### config.mk
export PLATFORM = sky130hd
export DESIGN_NAME = pulse_train_gen
export DESIGN_NICKNAME = d
export VERILOG_FILES = /design/src/rtl/pulse_train_gen.sv
export SDC_FILE = /design/constraint.sdc
export NUM_CORES = 1
export LEC_CHECK = 0
export CELL_PAD_IN_SITES_DETAIL_PLACEMENT = 0
export CELL_PAD_IN_SITES_GLOBAL_PLACEMENT = 2
export CORE_MARGIN = 5
export CORE_UTILIZATION = 30
export CTS_CLUSTER_DIAMETER = 80
export DETAILED_ROUTE_END_ITERATION = 10
export MAX_ROUTING_LAYER = met4
export PLACE_DENSITY_LB_ADDON = 0.1
export SLEW_MARGIN = 5
export SYNTH_ARGS = -nofsm -noshare
export SYNTH_HDL_FRONTEND = slang
export SYNTH_SLANG_ARGS = --single-unit
### constraint.sdc
create_clock -name clk_in -period 7.4 [get_ports clk_in]
set_input_delay 2.22 -clock clk_in [delete_from_list [all_inputs] [get_ports clk_in]]
set_output_delay 2.22 -clock clk_in [all_outputs]
set_load 0.02 [all_outputs]
### src/rtl/pulse_train_gen.sv
// -----------------------------------------------------------------------------
// pulse_train_gen
//
// Turns one accepted single-cycle trigger into a programmable pulse train:
// a start delay, then `repeat` pulses of `width` high cycles separated by
// `gap` low cycles. A repeat of 0 runs the train until enable drops.
// Configuration is latched when a trigger is accepted, so the cfg_* inputs
// may change freely while a train runs.
//
// Optional feature (macro PULSE_TRAIN_GEN_RETRIGGER_EN):
//   when defined, a trigger while busy restarts the train from scratch
//   (re-latches cfg_*, clears pulse_cnt, no done for the aborted train).
//   When undefined, triggers while busy are ignored.
//
// Ports:
//   clk_in      system clock, rising edge
//   reset       asynchronous active-high reset
//   enable      block enable; low aborts any train and blocks triggers
//   trig_in     single-cycle trigger pulse
//   cfg_delay   cycles from trigger sample to first rising edge of out
//   cfg_width   high cycles per pulse (0 treated as 1)
//   cfg_gap     low cycles between pulses (0 treated as 1)
//   cfg_repeat  pulses per train (0 = continuous)
//   out         registered pulse-train output
//   busy        high while a train is in progress
//   done        one-cycle pulse when a finite train completes
//   pulse_cnt   pulses emitted in the current/last train (wraps)
// -----------------------------------------------------------------------------
module pulse_train_gen #(
    parameter int CNT_WIDTH = 16
) (
    input  logic                 clk_in,
    input  logic                 reset,
    input  logic                 enable,
    input  logic                 trig_in,
    input  logic [CNT_WIDTH-1:0] cfg_delay,
    input  logic [CNT_WIDTH-1:0] cfg_width,
    input  logic [CNT_WIDTH-1:0] cfg_gap,
    input  logic [CNT_WIDTH-1:0] cfg_repeat,
    output logic                 out,
    output logic                 busy,
    output logic                 done,
    output logic [CNT_WIDTH-1:0] pulse_cnt
);

    typedef enum logic [1:0] {
        IDLE  = 2'd0,
        DELAY = 2'd1,
        HIGH  = 2'd2,
        GAP   = 2'd3
    } state_t;

    localparam logic [CNT_WIDTH-1:0] ONE  = CNT_WIDTH'(1);
    localparam logic [CNT_WIDTH-1:0] ZERO = '0;

    state_t               state_q, state_d;
    logic [CNT_WIDTH-1:0] cnt_q, cnt_d;
    logic [CNT_WIDTH-1:0] pulse_cnt_q, pulse_cnt_d;
    logic [CNT_WIDTH-1:0] delay_q, delay_d;
    logic [CNT_WIDTH-1:0] width_q, width_d;
    logic [CNT_WIDTH-1:0] gap_q, gap_d;
    logic [CNT_WIDTH-1:0] repeat_q, repeat_d;
    logic                 out_q, out_d;
    logic                 busy_q, busy_d;
    logic                 done_q, done_d;

    logic                 accept;
    logic [CNT_WIDTH-1:0] pulse_inc;

    // A trigger is taken only from IDLE unless retriggering is built in.
`ifdef PULSE_TRAIN_GEN_RETRIGGER_EN
    assign accept = trig_in && enable;
`else
    assign accept = trig_in && enable && (state_q == IDLE);
`endif

    assign pulse_inc = pulse_cnt_q + ONE;

    // cnt_q counts cycles already spent in the current state, starting at 1
    // on the entry edge, so leaving when cnt_q equals the programmed length
    // gives exactly that many cycles without ever needing a value above the
    // configured maximum.
    always_comb begin
        state_d     = state_q;
        cnt_d       = cnt_q;
        pulse_cnt_d = pulse_cnt_q;
        delay_d     = delay_q;
        width_d     = width_q;
        gap_d       = gap_q;
        repeat_d    = repeat_q;
        out_d       = out_q;
        done_d      = 1'b0;

        if (!enable) begin
            state_d = IDLE;
            out_d   = 1'b0;
            cnt_d   = ZERO;
        end else if (accept) begin
            delay_d     = cfg_delay;
            width_d     = (cfg_width == ZERO) ? ONE : cfg_width;
            gap_d       = (cfg_gap == ZERO) ? ONE : cfg_gap;
            repeat_d    = cfg_repeat;
            pulse_cnt_d = ZERO;
            cnt_d       = ONE;
            if (cfg_delay == ZERO) begin
                state_d = HIGH;
                out_d   = 1'b1;
            end else begin
                state_d = DELAY;
                out_d   = 1'b0;
            end
        end else begin
            case (state_q)
                IDLE: begin
                    cnt_d = ZERO;
                end
                DELAY: begin
                    if (cnt_q == delay_q) begin
                        state_d = HIGH;
                        out_d   = 1'b1;
                        cnt_d   = ONE;
                    end else begin
                        cnt_d = cnt_q + ONE;
                    end
                end
                HIGH: begin
                    if (cnt_q == width_q) begin
                        out_d       = 1'b0;
                        pulse_cnt_d = pulse_inc;
                        if ((repeat_q != ZERO) && (pulse_inc == repeat_q)) begin
                            state_d = IDLE;
                            done_d  = 1'b1;
                            cnt_d   = ZERO;
                        end else begin
                            state_d = GAP;
                            cnt_d   = ONE;
                        end
                    end else begin
                        cnt_d = cnt_q + ONE;
                    end
                end
                GAP: begin
                    if (cnt_q == gap_q) begin
                        state_d = HIGH;
                        out_d   = 1'b1;
                        cnt_d   = ONE;
                    end else begin
                        cnt_d = cnt_q + ONE;
                    end
                end
                default: begin
                    state_d = IDLE;
                    out_d   = 1'b0;
                    cnt_d   = ZERO;
                end
            endcase
        end

        busy_d = (state_d != IDLE);
    end

    always_ff @(posedge clk_in or posedge reset) begin
        if (reset) begin
            state_q     <= IDLE;
            cnt_q       <= ZERO;
            pulse_cnt_q <= ZERO;
            delay_q     <= ZERO;
            width_q     <= ZERO;
            gap_q       <= ZERO;
            repeat_q    <= ZERO;
            out_q       <= 1'b0;
            busy_q      <= 1'b0;
            done_q      <= 1'b0;
        end else begin
            state_q     <= state_d;
            cnt_q       <= cnt_d;
            pulse_cnt_q <= pulse_cnt_d;
            delay_q     <= delay_d;
            width_q     <= width_d;
            gap_q       <= gap_d;
            repeat_q    <= repeat_d;
            out_q       <= out_d;
            busy_q      <= busy_d;
            done_q      <= done_d;
        end
    end

    assign out       = out_q;
    assign busy      = busy_q;
    assign done      = done_q;
    assign pulse_cnt = pulse_cnt_q;

endmodule

## Word level (Yosys, flattened, before mapping)

Cells that the tools add are included.

- Flip-flop bits (word level): 101

- $add $sub $neg: 2
- Eq/ne operators: 11
- Muxes and demuxes: 32
- Reductions and logical operators: 14

Operators by type and width:

| cell | number |
|---|---|
| 16-bit 2-to-1 mux | 10 |
| 16-bit equality test | 4 |
| 16-bit one-hot mux with 4 select lines | 1 |
| 16-bit zero test | 3 |
| 16-bit by 1-bit adder with 16-bit output (second input constant) | 2 |
| 16-bit nonzero test | 1 |
| 2-bit 2-to-1 mux | 7 |
| 1-bit 2-to-1 mux | 12 |
| 4-bit inequality test (second input constant) | 3 |
| 2-bit one-hot mux with 3 select lines | 1 |
| 2-bit nonzero test | 3 |
| 5-bit by 1-bit inequality test with 1-bit output (second input constant) | 1 |
| 2-bit equality test (second input constant) | 2 |
| 4-bit AND reduction | 1 |
| 1-bit logical AND | 3 |
| 1-bit one-hot mux with 3 select lines | 1 |
| 3-bit AND reduction | 1 |
| 2-bit by 1-bit equality test with 1-bit output (second input constant) | 1 |
| 2-bit zero test | 1 |
| 2-bit AND reduction | 1 |

## Logic depth before layout (Yosys ltp)

Gate-level depths: netlist (run 1).

- Word-level depth: 9
- Depth in mapped cells: 10
- Gate-level depth less buffers: 8

## Worst setup path after synthesis (run 1)

No wires, ideal clock.

- Path type: input -> register
- From: input port enable
- To: register pulse_cnt_q[7] (netlist: pulse_cnt[7])
- Library setup time: 0.137 ns
- Arrival: 3.339 ns
- Required time: 7.263 ns
- Path slack: 3.924 ns
- Cell stages on the path: 7
- Cells stage by stage: clkbuf_1 -> and3_1 -> clkbuf_1 -> a21oi_1 -> clkbuf_1 -> o21ai_0 -> o41ai_1

- Cells in the longest elaborated chain, start to end: 4
- Elaborated cells between the ends (all ways): 6
- Those cells by class: mux: 1; reduce/logical: 5

RTL lines:

| item | RTL line | source |
|---|---|---|
| start: declaration | 34 | `input logic enable,` |
| 1-bit logical AND (2 in series) | 74 | `assign accept = trig_in && enable && (state_q == IDLE);` |
| 2-bit nonzero test (no line) | - |  |
| 3-bit AND reduction (no line) | - |  |
| end signal: assignment | 177 | `pulse_cnt_q <= pulse_cnt_d;` |
| end: declaration | 58 | `logic [CNT_WIDTH-1:0] pulse_cnt_q, pulse_cnt_d;` |

Parallel ways exist; a longest one is shown, timed or not.
A chain may end at the register's enable or synchronous reset.

## Worst setup path in the final report (run 1)

- From: input port enable
- To: register pulse_cnt_q[5] (netlist: pulse_cnt[5])

Same word-level chain as after synthesis.

==> summary.md, run 1 <==
| Metric | Value |
|---|---|
| Outcome | completed |
| Met1 routed wirelength after detailed routing | 6990 um |
| Number of nets produced by synthesis | 701 |
| CTS tree | yes |
| Average instance area after synthesis | 8.56 um^2 |
| Die width | 144 um |
| Crit. path cell count | 5 |
| Critical path's slowest cell | sky130_fd_sc_hd__nand3_1 |
| Die Footprint | 20,800 um^2 |
| Utilization of the core after routing | 37.7% |
| Combined area of all synthesized cells | 5400 um^2 |
| Startpoint of the lowest-slack hold path | gap_q[15] |
| Startpoint type of the worst setup path | input pin |
| Number of port buffers | 86 |
| Cell count of the worst reg-to-reg path | 8 |
| Distinct cells, synth | 44 |
| Worst IR Drop VDD | 0.000111 V |
| Via total after detailed routing | 4,536 |
| Gate count after technology mapping | 631 |
| Final routed wirelength across all metal layers | 16,000 um |
| Bufs and invs on worst path | 1 |
| YS warnings | 0 |
| Post-route DRC violation count | 0 |
| Max cap viols | 0 |
| Beginning of the worst register-to-register path | pulse_cnt[0] |
| Number of buffers added by the clock tree synthesis step | 9 |
| Pin count of the biggest net entering global routing | 67 |
| Setup fix buffers added after clock tree synthesis | 0 |
| Share of final-layout standard cells stronger than drive strength 1 | 3.62% |
| Arrival time worst endpoint | about 4.6 ns |
| Leading cell type in the layout, fill and taps excluded | sky130_fd_sc_hd__nand2_1 |
| Most instantiated flip-flop cell in the synthesis netlist | sky130_fd_sc_hd__dfrtp_1 |
| Via count normalized by instance count | approximately 4.9 |
| Leftover overflow at the end of global routing | 0 |
| Setup crit end kind | flip-flop |
| Type of the worst min-delay path | flip-flop to flip-flop |
| Unrepaired setup endpoints after global routing | false |
| Routed Antenna Nets | 0 |
| Number of antenna violations at the first check in global routing | 0 |
| Count of state elements after synthesis | 101 |
| Floorplan Core Area | 17,800 um^2 |
| Number of instances on the worst hold path | 2 |
| Ports | 87 |
| Final worst path period share | 59.3% |
| Clock Pin Slew Worst Setup and Hold Paths | 0.07 ns |
| Share of the synthesized area in the top cell type | 46.8% |
| Final std cells w/o fill | 919 |
| Routed wire length on met2 | 8360 um |
| Top library cells by usage in the layout, fill and taps aside | sky130_fd_sc_hd__nand2_1 (205), sky130_fd_sc_hd__dfrtp_1 (101), sky130_fd_sc_hd__clkdlybuf4s50_1 (86) |
| Number of global-route vias before repair | 4,777 |
| Min cycle time layout | 4.39 ns |
| Standard-cell row count | 49 |
| Type of the setup path with the least slack | input pin to flip-flop |
| Synth top area cells | sky130_fd_sc_hd__dfrtp_1 (47%), sky130_fd_sc_hd__nand2_1 (14%), sky130_fd_sc_hd__xnor2_1 (7.9%), sky130_fd_sc_hd__xor2_1 (6.2%), sky130_fd_sc_hd__o21ai_0 (2.5%) |
| Highest layer used for signal routing | met4 |
| Share of flip-flops with an asynchronous set or reset after synthesis | 100% |
| Critical path peak fanout | 28 |
| Worst R2R Setup Slack | between 4 and 5 ns |
| Maximum single-stage delay on the critical path | 0.89 ns |
| Data required, critical path | 7.63 ns |
| Gr usage total | 16.6% |
| Slew @ Worst Pin | 1.07 ns |
| Biggest area consumer among synthesized cells | sky130_fd_sc_hd__dfrtp_1 |
| Worst setup skew after layout | 0.0104 ns |
| Resized cells post-CTS | 0 |
| Maximum clock insertion buffer count | 2 |
| Detailed Routing Iterations Pass 1 | 4 |
| Source-to-sink clock delay at the later pin of the worst-skew pair | 0.35 ns |
| Routability Congestion | 0.790 |
| Ratio of total power to cell area | 235 nW/um^2 |
| Final routed wire length divided by cell count | 17.4 um |
| Final setup violation count | 0 |
| Final layout net count | about 760 |
| H-Tree Depth | 3 |
| Wire length of the first global-routing pass | 26,000 um |
| Cts hold-fix bufs | 0 |
| Number of cells in the design after placement | between 900 and 1,000 |
| Met3 wire length | a little under 500 um |
| Number of flops mapped to enable cells by yosys | 0 |
| Endpoint of the most critical register-to-register path | done |
| Sequential area share after synthesis | 46.8% |
| Detailed Route Iter0 Violations | 194 |
| Hold Violations, Final | 0 |
| Leakage Power | 2.94 nW |
| Setup total negative slack | 0 ns |
| Timing-limited maximum frequency | 0.228 GHz |
| Initial core utilization | 30.3% |
| Top cell family by delay on the critical path | simple AND/OR/NAND/NOR gates |
| Total of fill cells in the finished design | approximately 1,800 |
| N_diodes | 0 |
| Total half-perimeter wirelength after legalization and detailed placement | 11,600 um |
| # clock sinks | around 100 |
| Worst relative slew slack | 28.2% |
| Cells along the critical path | clkdlybuf4s50_1 -> nand3_1 -> a21oi_1 -> o21ai_0 -> o41ai_1 |
| CTS Root Cell | sky130_fd_sc_hd__clkbuf_16 |
| Area grow syn2layout | 24.5% |
| Die span in y | between 100 and 150 um |
| Max-slew violation total from the final report | 0 |
| Hold Path End | gap_q[15] |
[worst max path at each step]
stage	start	endpoint
after floorplan	reset	busy
after global placement	enable	pulse_cnt[15]
after detailed placement	enable	pulse_cnt[12]
after CTS	enable	pulse_cnt[5]
after global routing	enable	pulse_cnt[12]
final	enable	pulse_cnt[5]
[power by group]
| part | leakage [nW] | internal [mW] | total, mW | switching (mW) |
|---|---|---|---|---|
| registers | 1.31 | 0.641 | 0.731 | 0.0898 |
| logic | 1.48 | 0.148 | 0.300 | 0.152 |
| clock network | 0.161 | 0.336 | 0.550 | 0.213 |
[cell families (layout without fill, tap and decap cells)]
kind of cell    Yosys count  in the layout  synth area share, %
simple gates            328            328                 27.0
flops                   101            101                 46.8
xor+xnor                 87             87                 14.1
compound gates           64             64                 7.57
buf+inv                  48            107                 3.84
fa+ha+maj                 2              2                0.463
mux                       1              1                0.185
[layout make-up]
class / count / area (um^2) / share of cell area (%)
clock buffer: 10 / 239 / 3.55
sequential: 101 / 2530 / 37.6
clock inverter: 4 / 97.6 / 1.45
tap: 229 / 287 / 4.26
timing repair buffer: 89 / 883 / 13.1
inverter: 4 / 17.5 / 0.260
multi-input combinational: 482 / 2670 / 39.8
[worst reg2reg max path, stage by stage (launching register included)]
cell and delay, ns:
sky130_fd_sc_hd__dfrtp_1 0.59, sky130_fd_sc_hd__ha_1 0.40, sky130_fd_sc_hd__nand4_1 0.26, sky130_fd_sc_hd__nor4_1 0.58, sky130_fd_sc_hd__xnor2_1 0.22, sky130_fd_sc_hd__nand2_1 0.09
sky130_fd_sc_hd__nor4_2 0.35, sky130_fd_sc_hd__and4_1 0.31, sky130_fd_sc_hd__and3_1 0.19
[synthesized netlist by cell type, drive strengths merged (3+ instances only)]
cell type / n
nand2: 205
dfrtp: 101
xnor2: 49
xor2: 38
nor2: 33
o21ai: 28
nand3: 24
nor4: 23
buf: 22
clkbuf: 22
nand4: 20
a21oi: 9
and3: 7
o31ai: 7
and2: 4
inv: 4
nor3: 4
o41ai: 4
a41o: 3
[through the flow]
stage / area (um^2) / setup WS, ns / total power, mW / hold slack (ns)
floorplan: 5400 / 2.53 / 0.925 / 0.465
global placement: 6390 / 2.76 / 1.04 / 0.483
detailed placement: 6390 / 2.71 / 1.05 / 0.488
CTS: 6730 / 3.02 / 1.60 / 0.505
global route: 6730 / 2.78 / 1.67 / 0.530
finish: 6730 / 3.01 / 1.58 / 0.502
[state kept, by name, summed over array words and instances (netlist names)]
register and cells:
cnt_q 16, delay_q 16, repeat_q 16, busy 1, gap_q 16, state_q 2
pulse_cnt 16, width_q 16, done 1, out 1
[routing by layer]
| metal | up-vias | track usage [%] |
|---|---|---|
| met3 | 14 | 3.04 |
| met2 | 70 | 28.3 |
| met4 | 0 | 3.88 |
| met1 | 2237 | 20.5 |
| li1 | 2215 | - |
| met5 | - | - |
Power figures use the tool's default switching activity.
==> run 2: changes to the inputs <==
- CORE_UTILIZATION: 30 -> 29
- clock period: 7.4 -> 3.5 ns (I/O delays scaled with it)
==> run 2 against run 1 <==
  * Power increased by 110%
  * Die area increased by 3.2%
  * Cell count increased by 1.2%
  * First-iteration DRC count increased by 2.6%
  * Global-route usage decreased by 0.91 points
  * Cell area increased by 0.91%
  * Clock power increased by 98%
  * Register-to-register slack got worse by 3.9 ns
  * Clock skew decreased by 0.0032 ns
  * Non-clock buffer count increased by 5
==> summary.md, run 2 (same netlist as run 1, synthesis figures left out) <==
| Metric | Value |
|---|---|
| Outcome | completed |
| Type of the setup path with the least slack | flip-flop to flip-flop |
| Setup fix buffers added after clock tree synthesis | 0 (unchanged) |
| Unrepaired setup endpoints after global routing | false |
| Gr usage total | 15.7% (-0.91 points) |
| Die span in y | 146 um (+1.6%) |
| Ratio of total power to cell area | 482 nW/um^2 (+110%) |
| Standard-cell row count | 50 (+2.0%) |
| Cts hold-fix bufs | 0 (unchanged) |
| Number of antenna violations at the first check in global routing | 0 (unchanged) |
| Wire length of the first global-routing pass | 25,900 um (-0.40%) |
| Detailed Routing Iterations Pass 1 | 5 (+1) |
| CTS tree | yes |
| Via total after detailed routing | 4,513 (-0.51%) |
| Number of cells in the design after placement | 915 (+1.1%) |
| Number of global-route vias before repair | 4,699 (-1.6%) |
| Detailed Route Iter0 Violations | 199 (+2.6%) |
| Routability Congestion | 0.836 (+5.8%) |
| Area used by multi-input combinational logic | 2670 um^2 (unchanged) |
| Share of final-layout standard cells stronger than drive strength 1 | 4.31% (+0.69 points) |
| Final routed wire length divided by cell count | 17.1 um (-1.9%) |
| Die Footprint | 21,500 um^2 (+3.2%) |
| Min cycle time layout | 3.11 ns |
| Die width | 146 um (+1.6%) |
| Final worst path period share | a little under 90% |
| Final layout net count | 762 (+0.66%) |
| # clock sinks | 101 (unchanged) |
| Timing-limited maximum frequency | 0.322 GHz |
| Initial core utilization | 29.2% (-1.1 points) |
| Top cell family by delay on the critical path | simple AND/OR/NAND/NOR gates |
| Cells along the critical path | ha_1 -> nand4_1 -> nor4_1 -> xnor2_1 -> nand2_1 -> nor4_2 -> and4_1 -> and3_1 |
| Bufs and invs on worst path | 0 (-1) |
| Top library cells by usage in the layout, fill and taps aside | sky130_fd_sc_hd__nand2_1 (205), sky130_fd_sc_hd__dfrtp_1 (101), sky130_fd_sc_hd__clkdlybuf4s50_1 (86) |
| Routing usage on met3 | 2.73% (-0.31 points) |
| Leading cell type in the layout, fill and taps excluded | sky130_fd_sc_hd__nand2_1 |
| Leftover overflow at the end of global routing | 0 (unchanged) |
| Source-to-sink clock delay at the later pin of the worst-skew pair | 0.35 ns (about the same) |
| CTS Root Cell | sky130_fd_sc_hd__clkbuf_16 |
| Floorplan Core Area | 18,500 um^2 (+3.8%) |
| Worst IR Drop VDD | 0.000220 V (+97%) |
| Final std cells w/o fill | 930 (+1.2%) |
| Slew @ Worst Pin | 1.12 ns (+0.0498 ns) |
| Number of port buffers | 86 (unchanged) |
| Leakage Power | 2.97 nW (+0.84%) |
| Met1 track utilization from global routing | 19.1% (-1.4 points) |
| Maximum single-stage delay on the critical path | 0.62 ns (-0.27 ns) |
| Final routed wirelength across all metal layers | 15,900 um (-0.69%) |
| Routed Antenna Nets | 0 (unchanged) |
| Data required, critical path | 3.79 ns (-3.84 ns) |
| Maximum clock insertion buffer count | 2 (unchanged) |
| Max cap viols | 0 (unchanged) |
| Area grow syn2layout | 25.6% |
| Gr busiest metal | met2 |
| Number of buffers added by the clock tree synthesis step | 9 (unchanged) |
| Startpoint type of the worst setup path | flip-flop |
| Total half-perimeter wirelength after legalization and detailed placement | 11,800 um (+1.9%) |
| Max-slew violation total from the final report | 0 (unchanged) |
| Critical path peak fanout | 10 (-64%) |
| Final total power | 3.27 mW (+110%) |
| Total of fill cells in the finished design | 1,934 (+8.0%) |
| N_diodes | 0 (unchanged) |
| Arrival time worst endpoint | 3.39 ns (-1.23 ns) |
| Hold Violations, Final | 0 (unchanged) |
| Ports | 87 (unchanged) |
| Setup total negative slack | 0 ns (unchanged) |
| Clock Pin Slew Worst Setup and Hold Paths | 0.07 ns (about the same) |
| Pin count of the biggest net entering global routing | 64 (-4.5%) |
| H-Tree Depth | 3 (unchanged) |
| Via count normalized by instance count | 4.85 (-1.7%) |
| Post-route DRC violation count | 0 (unchanged) |
| Final setup violation count | 0 (unchanged) |
| Critical path's slowest cell | sky130_fd_sc_hd__nor4_1 |
| Type of the worst min-delay path | flip-flop to flip-flop |
| Worst relative slew slack | 25.1% (-3.1 points) |
| Resized cells post-CTS | 0 (unchanged) |
| Setup crit end kind | flip-flop |
| Sequential cell area | 2530 um^2 (unchanged) |
| Worst setup skew after layout | 0.00722 ns (-0.00323 ns) |
| Grt met2 use | 26.8% (-1.6 points) |
[run 2: cell count changes in the layout (fill, tap and decap cells not counted)]
cell	previous run	this run
sky130_fd_sc_hd__bufinv_16	3	2
sky130_fd_sc_hd__buf_4	3	5
sky130_fd_sc_hd__clkbuf_1	0	1
sky130_fd_sc_hd__buf_12	0	3
sky130_fd_sc_hd__clkinvlp_4	1	2
sky130_fd_sc_hd__inv_4	1	0
sky130_fd_sc_hd__clkinv_2	0	1
[run 2: layout make-up]
cell class | instances | share of cell area (%)
well taps | 234 | 4.31
clock buffers | 11 | 3.58
flip-flops and latches | 101 | 37.2
repair buffers | 94 | 14.1
multi-input cells | 482 | 39.4
inverters | 4 | 0.277
clock inverters | 4 | 1.07
[run 2: worst paths after layout]
kind                               from            to  slack [ns]  cells after the start
setup / recovery           pulse_cnt[0]          done        0.39                      8
setup reg to reg           pulse_cnt[0]          done        0.39                      8
hold reg to reg             width_q[11]   width_q[11]        0.49                      2
hold / removal              width_q[11]   width_q[11]        0.49                      2
max in group asynchronous         reset     gap_q[15]        1.77                      3
min in group asynchronous         reset  pulse_cnt[4]        1.09                      2
[run 2: metrics by stage]
step	area [um^2]	setup WS [ns]	hold slack [ns]	util [%]
global route	6790	0.117	0.511	36.6
detailed placement	6470	0.358	0.486	34.9
global placement	6470	0.347	0.485	34.9
CTS	6790	0.429	0.503	36.6
finish	6790	0.392	0.495	36.6
floorplan	5410	1.06	0.465	-
[run 2: power breakdown]
group | switching, mW | total, mW | internal [mW]
logic | 0.324 | 0.646 | 0.322
clock network | 0.444 | 1.09 | 0.642
registers | 0.183 | 1.54 | 1.36
total | 0.951 | 3.27 | 2.32
[run 2: tightest hold or removal path, cell delays in order, from the launching register on]
cell and delay [ns]:
sky130_fd_sc_hd__dfrtp_1 0.36, sky130_fd_sc_hd__nand2_1 0.05, sky130_fd_sc_hd__nand2_1 0.06
[run 2: routing by layer]
layer	share of wire (%)	wire, um
met1	44	7050
met2	52	8230
met3	2.4	382
met4	1.6	255
met5	0	0
==> run 3: changes to the inputs <==
- CORE_UTILIZATION: 29 -> 30
- clock period: 3.5 -> 3.3 ns (I/O delays scaled with it)
==> run 3 against run 2 <==
  * Setup slack better by 0.020 ns
  * Combinational power is 4.3% higher
  * First-iteration DRC count increased by 22%
  * Non-clock buffer count is 2 lower
  * Hold slack improved by 0.0036 ns
  * Global-route usage is 0.62 points higher
  * Register-to-register slack better by 0.02 ns
==> summary.md, run 3 (same netlist as run 1, synthesis figures left out) <==
| Metric | Value |
|---|---|
| Outcome | completed |
| Top library cells by usage in the layout, fill and taps aside | sky130_fd_sc_hd__nand2_1 (205), sky130_fd_sc_hd__dfrtp_1 (101), sky130_fd_sc_hd__clkdlybuf4s50_1 (86) |
| Leftover overflow at the end of global routing | 0 (unchanged) |
| CTS Root Cell | sky130_fd_sc_hd__clkbuf_16 |
| Hold Violations, Final | 0 (unchanged) |
| Setup crit end kind | flip-flop |
| Data required, critical path | 3.59 ns (-0.20 ns) |
| Critical path's slowest cell | sky130_fd_sc_hd__dfrtp_1 |
| Final routed wirelength across all metal layers | 15,800 um (-0.71%) |
| Utilization of the core after routing | 37.7% (+1.1 points) |
| Max cap viols | 0 (unchanged) |
| Clock Pin Slew Worst Setup and Hold Paths | 0.07 ns (about the same) |
| Worst relative slew slack | 27.1% (+2.0 points) |
| Via total after detailed routing | 4,516 (+0.066%) |
| Cell count of the worst reg-to-reg path | 8 (unchanged) |
| Pin count of the biggest net entering global routing | 70 (+9.4%) |
| Endpoint of the most critical register-to-register path | done |
| Total half-perimeter wirelength after legalization and detailed placement | 11,500 um (-2.4%) |
| Die Footprint | 20,800 um^2 (-3.1%) |
| Final layout net count | 760 (-0.26%) |
| Final routed wire length divided by cell count | 17.1 um (about the same) |
| Gr usage total | 16.3% (+0.62 points) |
| Startpoint type of the worst setup path | flip-flop |
| Min cycle time layout | 2.89 ns (-0.220 ns) |
| Cell area after layout | 6730 um^2 (-0.85%) |
| Grt met2 use | 27.1% (+0.35 points) |
| Initial core utilization | 30.3% (+1.1 points) |
| Number of antenna violations at the first check in global routing | 0 (unchanged) |
| Cell area after placement | 6440 um^2 (-0.52%) |
| Type of the setup path with the least slack | flip-flop to flip-flop |
| Routability Congestion | 0.876 (+4.9%) |
| Worst R2R Setup Slack | 0.41 ns (+0.02 ns) |
| Maximum clock insertion buffer count | 2 (unchanged) |
| Worst setup skew after layout | 0.00716 ns (-0.0000654 ns) |
| WHS | 0.498 ns (+0.00361 ns) |
| Startpoint of the lowest-slack hold path | gap_q[9] |
| Final setup violation count | 0 (unchanged) |
| Setup fix buffers added after clock tree synthesis | 0 (unchanged) |
| Cells along the critical path | ha_1 -> nand4_1 -> nor4_1 -> xnor2_1 -> nand2_1 -> nor4_2 -> and4_1 -> and3_1 |
| Share of final-layout standard cells stronger than drive strength 1 | 4.32% (+0.0062 points) |
| Critical path peak fanout | 10 (unchanged) |
| Number of port buffers | 86 (unchanged) |
| Number of instances on the worst hold path | 2 (unchanged) |
| Ports | 87 (unchanged) |
| CTS tree | yes |
| Total of fill cells in the finished design | 1,803 (-6.8%) |
| Number of buffers added by the clock tree synthesis step | 9 (unchanged) |
| Source-to-sink clock delay at the later pin of the worst-skew pair | 0.35 ns (about the same) |
| Type of the worst min-delay path | flip-flop to flip-flop |
| Area grow syn2layout | 24.5% |
| Standard-cell row count | 49 (-2.0%) |
| Final worst path period share | 87.5% (-1.3 points) |
| Met1 track utilization from global routing | 20.6% (+1.5 points) |
| Hold Path End | gap_q[9] |
| Ratio of total power to cell area | 503 nW/um^2 (+4.3%) |
| Routed Antenna Nets | 0 (unchanged) |
| Detailed Route Iter0 Violations | 242 (+22%) |
| Max-slew violation total from the final report | 0 (unchanged) |
| Area used by multi-input combinational logic | 2670 um^2 (unchanged) |
| Sequential cell area | 2530 um^2 (unchanged) |
| H-Tree Depth | 3 (unchanged) |
| Beginning of the worst register-to-register path | pulse_cnt[0] |
| Die width | 144 um (-1.6%) |
| Unrepaired setup endpoints after global routing | false |
| Timing-limited maximum frequency | 0.346 GHz (+7.6%) |
| Via count normalized by instance count | 4.89 (+0.72%) |
| Cts hold-fix bufs | 0 (unchanged) |
| Maximum single-stage delay on the critical path | 0.58 ns (-0.04 ns) |
| Floorplan Core Area | 17,800 um^2 (-3.7%) |
| Arrival time worst endpoint | 3.18 ns (-0.21 ns) |
| N_diodes | 0 (unchanged) |
| Number of global-route vias before repair | 4,727 (+0.60%) |
| Gr busiest metal | met2 |
| # clock sinks | 101 (unchanged) |
| Leading cell type in the layout, fill and taps excluded | sky130_fd_sc_hd__nand2_1 |
| Routing usage on met3 | 3.34% (+0.61 points) |
| Wire length of the first global-routing pass | 25,700 um (-0.98%) |
| Worst IR Drop VDD | 0.000273 V (+24%) |
| Slew @ Worst Pin | 1.09 ns (-0.0297 ns) |
| Setup total negative slack | 0 ns (unchanged) |
| Die span in y | 144 um (-1.6%) |
| Post-route DRC violation count | 0 (unchanged) |
| Detailed Routing Iterations Pass 1 | 5 (unchanged) |
| Resized cells post-CTS | 0 (unchanged) |
| Leakage Power | 2.95 nW (-0.69%) |
## run 3: area by class of cell
cell class / count / area share [%]
tap: 229 / 4.26
inverter: 4 / 0.279
sequential: 101 / 37.6
multi-input combinational: 482 / 39.7
timing repair buffer: 92 / 13.8
clock inverter: 7 / 0.985
clock buffer: 9 / 3.35
## run 3: metal layers
layer / up-vias / routed length, um
met2: 71 / 8100
met3: 15 / 504
met4: 0 / 218
li1: 2224 / -
met1: 2206 / 6990
met5: - / 0
## run 3: critical path, delay by kind of cell (launching register included)
family                     cells  cell delay [ns]
and+or+nand+nor                6             1.68
xor gates and xnor gates       1             0.18
DFF                            1             0.58
adders and majority gates      1             0.38
## run 3: worst max-delay path by stage
stage / to / slack, ns / startpoint
6_report: done / 0.41 / pulse_cnt[0]
5_1_grt: done / 0.19 / pulse_cnt[0]
4_1_cts: done / 0.41 / pulse_cnt[0]
3_5_place_dp: pulse_cnt[7] / 0.25 / trig_in
3_3_place_gp: pulse_cnt[15] / 0.31 / trig_in
2_1_floorplan: done / 0.86 / pulse_cnt[1]
## run 3: power by group
| group | internal (mW) | switching (mW) | total, mW |
|---|---|---|---|
| clock network | 0.584 | 0.481 | 1.07 |
| registers | 1.44 | 0.204 | 1.64 |
| logic | 0.338 | 0.336 | 0.674 |
## run 3: stage by stage
stage / total power, mW / setup WS (ns) / instances
2_1_floorplan: 2.07 / 0.861 / 631
3_3_place_gp: 2.35 / 0.315 / 908
3_5_place_dp: 2.36 / 0.249 / 908
4_1_cts: 3.45 / 0.410 / 924
5_1_grt: 3.60 / 0.192 / 924
6_report: 3.38 / 0.412 / 924
